<file path="config.mk">
export PLATFORM = sky130hd
export DESIGN_NAME = fft_stage_sched
export DESIGN_NICKNAME = d
export VERILOG_FILES = /design/src/rtl/fft_pkg.sv /design/src/rtl/fft_stage_cnt.sv /design/src/rtl/fft_stage_sched.sv
export SDC_FILE = /design/constraint.sdc
export NUM_CORES = 1
export LEC_CHECK = 0
export ABC_CLOCK_PERIOD_IN_PS = 2800
export BUFFER_PORTS_ARGS = -buffer_cell sky130_fd_sc_hd__buf_2
export CORE_MARGIN = 2
export CORE_UTILIZATION = 56
export DETAILED_ROUTE_END_ITERATION = 10
export MAX_ROUTING_LAYER = met4
export PLACE_DENSITY = 0.86
export SYNTH_ARGS = -nofsm -noshare
export SYNTH_HDL_FRONTEND = slang
export SYNTH_SLANG_ARGS = --single-unit
</file>
<file path="constraint.sdc">
create_clock -name clk -period 2.8 [get_ports clk]
set_clock_uncertainty 0.2 [all_clocks]
set_input_delay 0.56 -clock clk [delete_from_list [all_inputs] [get_ports clk]]
set_output_delay 0.56 -clock clk [all_outputs]
set_load 0.05 [all_outputs]
</file>
<file path="src/rtl/fft_pkg.sv">
// fft_pkg: shared sizes, state encoding and stage-geometry helpers for the SDF FFT scheduler
package fft_pkg;
    localparam int LOG2N = 5;
    localparam int STAGE_REG = 1;
    localparam int TW = LOG2N - 1;

    typedef enum logic [1:0] {IDLE, RUN, FLUSH} state_t;

    function automatic int d_s(input int s);
        return 1 << (LOG2N - 1 - s);
    endfunction

    function automatic int lin_s(input int s);
        int a;
        a = 0;
        for (int j = 0; j < s; j++) a += d_s(j) + STAGE_REG;
        return a;
    endfunction

    function automatic int lout();
        return lin_s(LOG2N);
    endfunction

    function automatic logic [LOG2N-1:0] bitrev(input logic [LOG2N-1:0] x);
        logic [LOG2N-1:0] r;
        for (int i = 0; i < LOG2N; i++) r[i] = x[LOG2N-1-i];
        return r;
    endfunction

    localparam int LOUT = lout();
    localparam int TBITS = $clog2(LOUT + 1);
endpackage

</file>
<file path="src/rtl/fft_stage_cnt.sv">
// fft_stage_cnt: per-stage frame counter driving butterfly select and twiddle index of stage S
module fft_stage_cnt
    import fft_pkg::*;
#(
    parameter int S = 0
) (
    input  logic             clk,
    input  logic             rst,
    input  logic             i_clr,
    input  logic             i_en,
    input  logic [TBITS-1:0] i_t,
    output logic             o_bf,
    output logic [TW-1:0]    o_tw
);
    localparam int B = LOG2N - 1 - S;
    localparam int LIN = lin_s(S);
    localparam logic [LOG2N-1:0] MASK = LOG2N'((1 << B) - 1);

    logic [LOG2N-1:0] r_cnt;
    logic r_live, r_prim;
    logic w_live;

    // Counting starts on the advance where t reaches this stage's input offset
    assign w_live = r_live | (i_t == TBITS'(LIN));

    always_ff @(posedge clk) begin
        if (rst | i_clr) begin
            r_cnt  <= '0;
            r_live <= 1'b0;
            r_prim <= 1'b0;
        end else if (i_en & w_live) begin
            r_cnt  <= r_cnt + LOG2N'(1);
            r_live <= 1'b1;
            if (&r_cnt[B:0]) r_prim <= 1'b1;
        end
    end

    assign o_bf = r_live & r_cnt[B];
    assign o_tw = (r_prim & ~o_bf) ? TW'((r_cnt & MASK) << S) : '0;
endmodule

</file>
<file path="src/rtl/fft_stage_sched.sv">
// fft_stage_sched: frame scheduler for the 32-point radix-2 DIF SDF FFT (advance, flush, output tagging)
module fft_stage_sched
    import fft_pkg::*;
(
    input  logic                clk,
    input  logic                rst,
    input  logic                in_valid,
    output logic                in_ready,
    output logic                en,
    output logic                in_zero,
    output logic [LOG2N-1:0]    stage_bf,
    output logic [LOG2N*TW-1:0] tw_addr,
    output logic                out_valid,
    output logic                out_last,
    output logic [LOG2N-1:0]    out_index,
    output logic                busy
);
    state_t r_state, w_next;
    logic [LOG2N-1:0] r_in_cnt, r_ocnt;
    logic [TBITS-1:0] r_t, r_fcnt;
    logic r_olive;
    logic w_accept, w_flush, w_done, w_olive;

    assign w_flush  = r_state == FLUSH;
    assign in_ready = ~w_flush;
    assign w_accept = in_valid & in_ready;
    assign en       = w_accept | w_flush;
    assign in_zero  = w_flush;
    assign busy     = r_state != IDLE;
    assign w_done   = w_flush & (r_fcnt == TBITS'(LOUT - 1));
    assign w_olive  = r_olive | (r_t == TBITS'(LOUT));

    assign out_valid = en & w_olive;
    assign out_last  = out_valid & (&r_ocnt);
    assign out_index = bitrev(r_ocnt);

    always_comb begin
        w_next = r_state;
        case (r_state)
            IDLE:    if (in_valid) w_next = RUN;
            RUN:     if (!in_valid && r_in_cnt == '0) w_next = FLUSH;
            FLUSH:   if (w_done) w_next = IDLE;
            default: w_next = IDLE;
        endcase
    end

    always_ff @(posedge clk) begin
        if (rst) r_state <= IDLE;
        else r_state <= w_next;
    end

    // r_t saturates at the output latency so offset matches fire only once per burst
    always_ff @(posedge clk) begin
        if (rst | w_done) begin
            r_in_cnt <= '0;
            r_t      <= '0;
            r_fcnt   <= '0;
            r_ocnt   <= '0;
            r_olive  <= 1'b0;
        end else if (en) begin
            r_in_cnt <= r_in_cnt + LOG2N'(w_accept);
            r_t      <= (r_t == TBITS'(LOUT)) ? r_t : r_t + TBITS'(1);
            r_fcnt   <= r_fcnt + TBITS'(w_flush);
            if (w_olive) begin
                r_ocnt  <= r_ocnt + LOG2N'(1);
                r_olive <= 1'b1;
            end
        end
    end

    for (genvar s = 0; s < LOG2N; s++) begin : g_stage
        fft_stage_cnt #(.S(s)) u_cnt (
            .clk   (clk),
            .rst   (rst),
            .i_clr (w_done),
            .i_en  (en),
            .i_t   (r_t),
            .o_bf  (stage_bf[s]),
            .o_tw  (tw_addr[s*TW +: TW])
        );
    end
endmodule

</file>
==> flow_summary.yaml, run 1 <==
status:
  status: "finished, final reports clean"
clocking:
  clock_net_sink_count: 49
  htreeDepth: 2
  insertion_delay_ns: 0.30
  clock_tree.buffer_depth: 2
  clkTransAtPathRegs_ns: 0.09
  cts-buffers-inserted: 5
  cts-root-buf: "clkbuf_8"
  clock_tree_from_tritoncts: "done"
synthesis:
  synth.distinct_cells: 45
  netlist_area_um2: 2480
  synthFlopType: "dfxtp_1"
  syn_avg_cell_area_um2: 8.51
  synth_edf_count: 0
  netlist_instances: 292
  ys_seq_area_share_pct: 39.5
  post_synthesis_async_set_or_reset_flop_share_pct: 0
  yosysWarnings: 0
  synth.ff_latch_count: 49
finish:
  final-instance-count-excl-fill: 368
  final.fill_count: 360
  design.final.nets: 331
  n_antenna_cell: 0
  post_route_cells_drive_above_1_share_pct: 15.8
  final_common_cell: "dfxtp_1"
  mostFrequentLayoutCells: "dfxtp_1, a21oi_1, buf_2"
  syn_to_final_growth_pct: 8.41
  post-route-util_pct: 62.3
  final_design_area_no_fill_um2: 2690
floorplan:
  die-width_um: 70.6
  core_region_area_um2: 4320
  io_pins: 39
  fp.dieH_um: 70.6
  rows: 24
  start_util_pct: 57.5
  dieArea_um2: 4990
worst_setup_path:
  cp-start-kind: "register"
  worstPathArrival_ns: 1.91
  crit_path_top_delay_cell: "dfxtp_1"
  critical_path.max_fanout: 13
  timing.critical_path.cells: "nand2b_2, inv_1, nor2_1, clkinv_1, buf_2"
  endpoint_kind: "output pin"
  cp.required_ns: 2.04
  critical_path.n_buffers_inverters: 3
  delay_of_the_slowest_critical_path_stage_ns: 0.39
  family_with_the_most_delay_on_the_worst_path: "buffers and inverters"
  criticalPathCategory: "register to output pin"
power_and_ir_drop:
  power.leakage_nw: 1.21
  power_density_nw_per_um2: 479
  ir_drop_mv: 0.367
  power_w: 0.00129
placement:
  placed_cells: 358
  postPlaceCellArea_um2: 2580
  numPortBuffers: 28
  routabilityCongestion: 0.870
  post-dp-hpwl_um: 3370
timing:
  totalNegativeSetupSlack_ns: 0
  timing_max_transition_violations_final: 0
  final_min_period_over_clock_period_pct: 95.3
  timing.final.setup_violations: 0
  unrepaired_setup_endpoints_after_global_routing: "no"
  hold_viol: 0
  clock.fmax_ghz: 0.375
  fin_crit_ns: 2.67
global_routing:
  grt_remaining_overflow: 0
  grt_start_max_net_pins: 33
  first_pass_grt_wire_length_um: 7890
  grt_pass1_vias: 1855
  initial_antenna_violation_count: 0
  groute.usage.overall_pct: 20.1
route:
  detail-route-antenna-nets: 0
  routedWlPerCell_um: 12.6
  drt_pre_antenna_iters: 4
  post_detailed_routing_wire_length_um: 4650
  initial_drc_count: 56
  post-route-drc-count: 0
  route.detailed.vias_per_inst: 5.59
  dr_total_vias: 2057
flow_run:
  total_of_max_cap_violations: 0
min_path:
  hold_path_class: "primary input to register"
==> final timing paths <==
kind                            from                       to  slack [ns]  cells after the start
max                       r_state[0]                       en        0.13                      5
min                              rst               r_state[1]        0.26                      2
max reg2reg                   r_t[0]                   r_t[5]        0.61                      6
min reg2reg  g_stage[3].u_cnt.r_prim  g_stage[3].u_cnt.r_prim        0.28                      1
==> per-stage QoR <==
stage | hold WS [ns] | setup slack (ns)
global placement | 0.247 | 0.371
global route | 0.267 | 0.0363
finish | 0.256 | 0.131
CTS | 0.247 | 0.0442
floorplan | 0.240 | 0.124
detailed placement | 0.258 | 0.311
==> registers in the layout, indices dropped and copies added (netlist names) <==
name and count:
g_stage.u_cnt.r_prim 4, r_state 2, g_stage.u_cnt.r_live 5, r_ocnt 5, r_fcnt 6, r_in_cnt 5, r_olive 1, r_t 6
g_stage.u_cnt.r_cnt 15
==> cell families (layout without fill, tap and decap cells) <==
kind of cell / count (synthesis) / in the layout / share of synthesized area [%]
AOI/OAI and AO/OA: 72 / 72 / 18.1
xor gates and xnor gates: 10 / 10 / 3.52
adders and majority gates: 13 / 13 / 6.55
buffers and inverters: 46 / 61 / 9.92
DFF: 49 / 49 / 39.5
muxes: 5 / 5 / 2.01
other: 1 / 10 / 0.151
and+or+nand+nor: 96 / 96 / 20.2
==> area by class of cell <==
cell class                 count  area (um^2)  share of cell area (%)
multi-input combinational    206         1310                    48.7
sequential                    49          981                    36.4
timing repair buffer          33          178                    6.60
inverter                      20         75.1                    2.79
clock buffer                   6         72.6                    2.69
tap                           52         65.1                    2.42
clock inverter                 2         10.0                   0.372
==> Yosys cell counts (4+ instances only) <==
cell type	n	area, um^2
buf_4	17	128
ha_1	13	163
inv_1	19	71.3
nor2_1	25	93.8
o21ai_0	17	85.1
a21oi_1	28	140
and3_1	12	75.1
o31ai_1	4	30.0
or3_1	12	75.1
nand3_1	9	45.0
o21a_1	5	37.5
xor2_1	8	70.1
mux2i_1	5	50.1
nand2_1	17	63.8
dfxtp_1	49	981
clkbuf_1	5	18.8
==> metal layers <==
| layer | up-vias | track usage [%] | part of all wire (%) |
|---|---|---|---|
| li1 | 1037 | - | - |
| met1 | 966 | 23.5 | 47 |
| met2 | 40 | 32.9 | 47 |
| met3 | 14 | 5.98 | 3.4 |
| met4 | 0 | 7.55 | 2.5 |
| met5 | - | - | 0 |
==> worst reg2reg max path, stage by stage (launching register included) <==
cell     delay (ns)
dfxtp_1        0.40
inv_1          0.11
ha_1           0.21
nor3b_4        0.17
a32o_1         0.39
or4_1          0.53
a21oi_1        0.14
==> repair_timing <==
item                                    4_1_cts  5_1_grt
pin swaps                                     0        1
buffers inserted                              0        2
endpoints found under the setup margin        1        1
hold buffers                                  0        0
resized for setup                             1        1
==> where the power goes <==
group          switching [W]  internal [W]  leakage [nW]  total, W
clock network       0.000223      0.000173        0.0450  0.000397
registers          0.0000199      0.000713         0.396  0.000733
logic               0.000117     0.0000451         0.768  0.000162
Power figures use the tool's default switching activity.
==> run 2: changes to the inputs <==
ABC_AREA = 1   (was not set)
==> run 2 against run 1 <==
Routed wire length decreased by 1.5%. Die area increased by 4.1%. Maximum frequency increased by 2.7%. Final cell count increased by 18%. Worst hold slack got worse by 0.029 ns. Sequential share of layout area decreased by 1.4 points. Total power increased by 14%. Final area increased by 4.1%. Highest routed layer unchanged.
==> flow_summary.yaml, run 2 <==
worst_setup_path:
  cp.required_ns: 2.04
  criticalPathCategory: "register to output pin"
  cp-start-kind: "register"
  critical_path.max_fanout: 8
  endpoint_kind: "output pin"
  timing.rr.start: "r_t[0]"
  worstReg2RegEnd: "r_ocnt[2]"
  worstRegToRegCells: 9
  r2r_setup_slack_ns: 1.00
  worstPathArrival_ns: 1.84
finish:
  mostFrequentLayoutCells: "nand2_1, inv_1, dfxtp_1"
  largest_registers: "g_stage.u_cnt.r_cnt x15, r_fcnt x6, r_t x6"
  multi_input_logic_area_um2: 1260
  syn_to_final_growth_pct: 8.15
  final.fill_count: 398
  final_common_cell: "nand2_1"
  design.final.nets: 398
  largest_reg_by_ff_count: "g_stage.u_cnt.r_cnt"
  sequential_cell_area_um2: 981
  largest_register_ff_count: 15
  n_antenna_cell: 0
  post_route_cells_drive_above_1_share_pct: 15.7
clocking:
  post_cts_resize_count: 0
  post-cts-setup-buffer-count: 0
  clock_tree.buffer_depth: 2
  insertion_delay_ns: 0.31
  htreeDepth: 2
  cts-buffers-inserted: 5
  cts.hold.buffers_added: 0
  cts-root-buf: "clkbuf_8"
  clkTransAtPathRegs_ns: 0.09
  clock_tree_from_tritoncts: "done"
  clock_net_sink_count: 49
global_routing:
  initial_antenna_violation_count: 0
  grt_pass1_vias: 1984
  grt_remaining_overflow: 0
  first_pass_grt_wire_length_um: 8130
  grt_start_max_net_pins: 36
  groute.usage.overall_pct: 20.2
synthesis:
  post_synth_top_area_share_pct: 37.8
  netlist_area_um2: 2590
  post-synth-top-count-cell: "nand2_1"
  syn_avg_cell_area_um2: 7.27
  synth.distinct_cells: 33
  yosys-top-cells-count: "nand2_1, inv_1, dfxtp_1"
  netlist_instances: 357
  synthTopCellsByArea: "dfxtp_1, nand2_1, inv_1"
  ys_seq_area_share_pct: 37.8
  synthFlopType: "dfxtp_1"
  synth.largest_area_cell: "dfxtp_1"
  synth_edf_count: 0
  synth.ff_latch_count: 49
  post_synthesis_async_set_or_reset_flop_share_pct: 0
  yosysWarnings: 0
route:
  post-route-drc-count: 0
  initial_drc_count: 90
  post_detailed_routing_wire_length_um: 4580
  detail-route-antenna-nets: 0
  routedWlPerCell_um: 10.5
  route.detailed.vias_per_inst: 4.91
  dr_total_vias: 2136
  drt_pre_antenna_iters: 4
timing:
  hold_ws_ns: 0.227
  fin_crit_ns: 2.60
  unrepaired_setup_endpoints_after_global_routing: "no"
  hold_viol: 0
  timing_max_transition_violations_final: 0
  final_min_period_over_clock_period_pct: 92.8
  totalNegativeSetupSlack_ns: 0
  timing.final.setup_violations: 0
  clock.fmax_ghz: 0.385
status:
  status: "finished, final reports clean"
min_path:
  hold_path.startpoint: "rst"
  min_path_cells: 2
  hold_end: "r_state[1]"
  hold_path_class: "primary input to register"
power_and_ir_drop:
  power_density_nw_per_um2: 526
  power.leakage_nw: 1.25
  ir_drop_mv: 0.302
floorplan:
  rows: 24
  io_pins: 39
  die-width_um: 72.1
  dieArea_um2: 5190
  core_region_area_um2: 4410
  fp.dieH_um: 72.1
  start_util_pct: 58.8
placement:
  routabilityCongestion: 0.824
  numPortBuffers: 28
  post-dp-hpwl_um: 3380
flow_run:
  total_of_max_cap_violations: 0
## run 2: cell types whose count changed in the layout (fill, tap and decap cells not counted), sizes merged, moves of 5 or more
cell and change:
o21ai -5, mux2i -5, or3 -12, nor2 +18
nand4 +5, nand3 +6, and3 -11, a21oi +9
inv +37, o21a -5, nand2 +69, xor2 -5
## run 2: final cells by class
type	count	share of cell area (%)
multi-input cells	240	44.9
repair buffers	30	5.53
well taps	52	2.32
clock inverters	3	2.32
clock buffers	5	2.45
flip-flops and latches	49	35.0
inverters	56	7.49
## run 2: worst max path at each step
stage,from,end,slack (ns),cells after the start
6_report,r_t[0],out_valid,0.20,7
2_1_floorplan,r_ocnt[0],out_last,0.10,6
5_1_grt,r_t[0],out_valid,0.08,7
3_3_place_gp,r_t[0],out_valid,0.65,7
4_1_cts,r_t[0],out_valid,0.18,7
3_5_place_dp,r_t[0],out_valid,0.57,7
## run 2: cells by family (layout without fill, tap and decap cells)
group | Yosys count | in the layout | share of synthesized area [%]
and+or+nand+nor | 163 | 163 | 28.0
adders and majority gates | 13 | 13 | 6.27
DFF | 49 | 49 | 37.8
other | 1 | 10 | 0.145
xor gates and xnor gates | 4 | 4 | 1.35
buffers and inverters | 77 | 94 | 14.9
AOI/OAI and AO/OA | 50 | 50 | 11.5
## run 2: stage by stage
step,total power (W),std cells,setup WS [ns],cell area [um^2],utilization (%)
2_1_floorplan,0.000882,366,0.100,2630,-
3_3_place_gp,0.000886,427,0.652,2670,60.5
3_5_place_dp,0.000889,427,0.567,2670,60.5
4_1_cts,0.00148,435,0.176,2810,63.5
5_1_grt,0.00153,435,0.0795,2810,63.5
6_report,0.00148,435,0.201,2810,63.5
## run 2: power breakdown
part / total (W) / switching [W] / internal (W)
Combinational: 0.000150 / 0.000116 / 0.0000348
Clock: 0.000601 / 0.000246 / 0.000355
Sequential: 0.000724 / 0.0000141 / 0.000710
Total: 0.00148 / 0.000376 / 0.00110
## run 2: critical path: stages (launching register included)
cell and delay, ns:
dfxtp_1 0.45, inv_1 0.13, ha_1 0.24, nand3_2 0.11, nor2_2 0.06, o21ai_4 0.22, inv_2 0.10, buf_2 0.22
## run 2: routing by layer
metal	up-vias	wire length, um	global-route usage (%)
met2	38	2180	33.4
met5	-	0	-
met1	951	2150	23.4
met3	7	170	4.58
met4	0	79	9.22
li1	1140	-	-
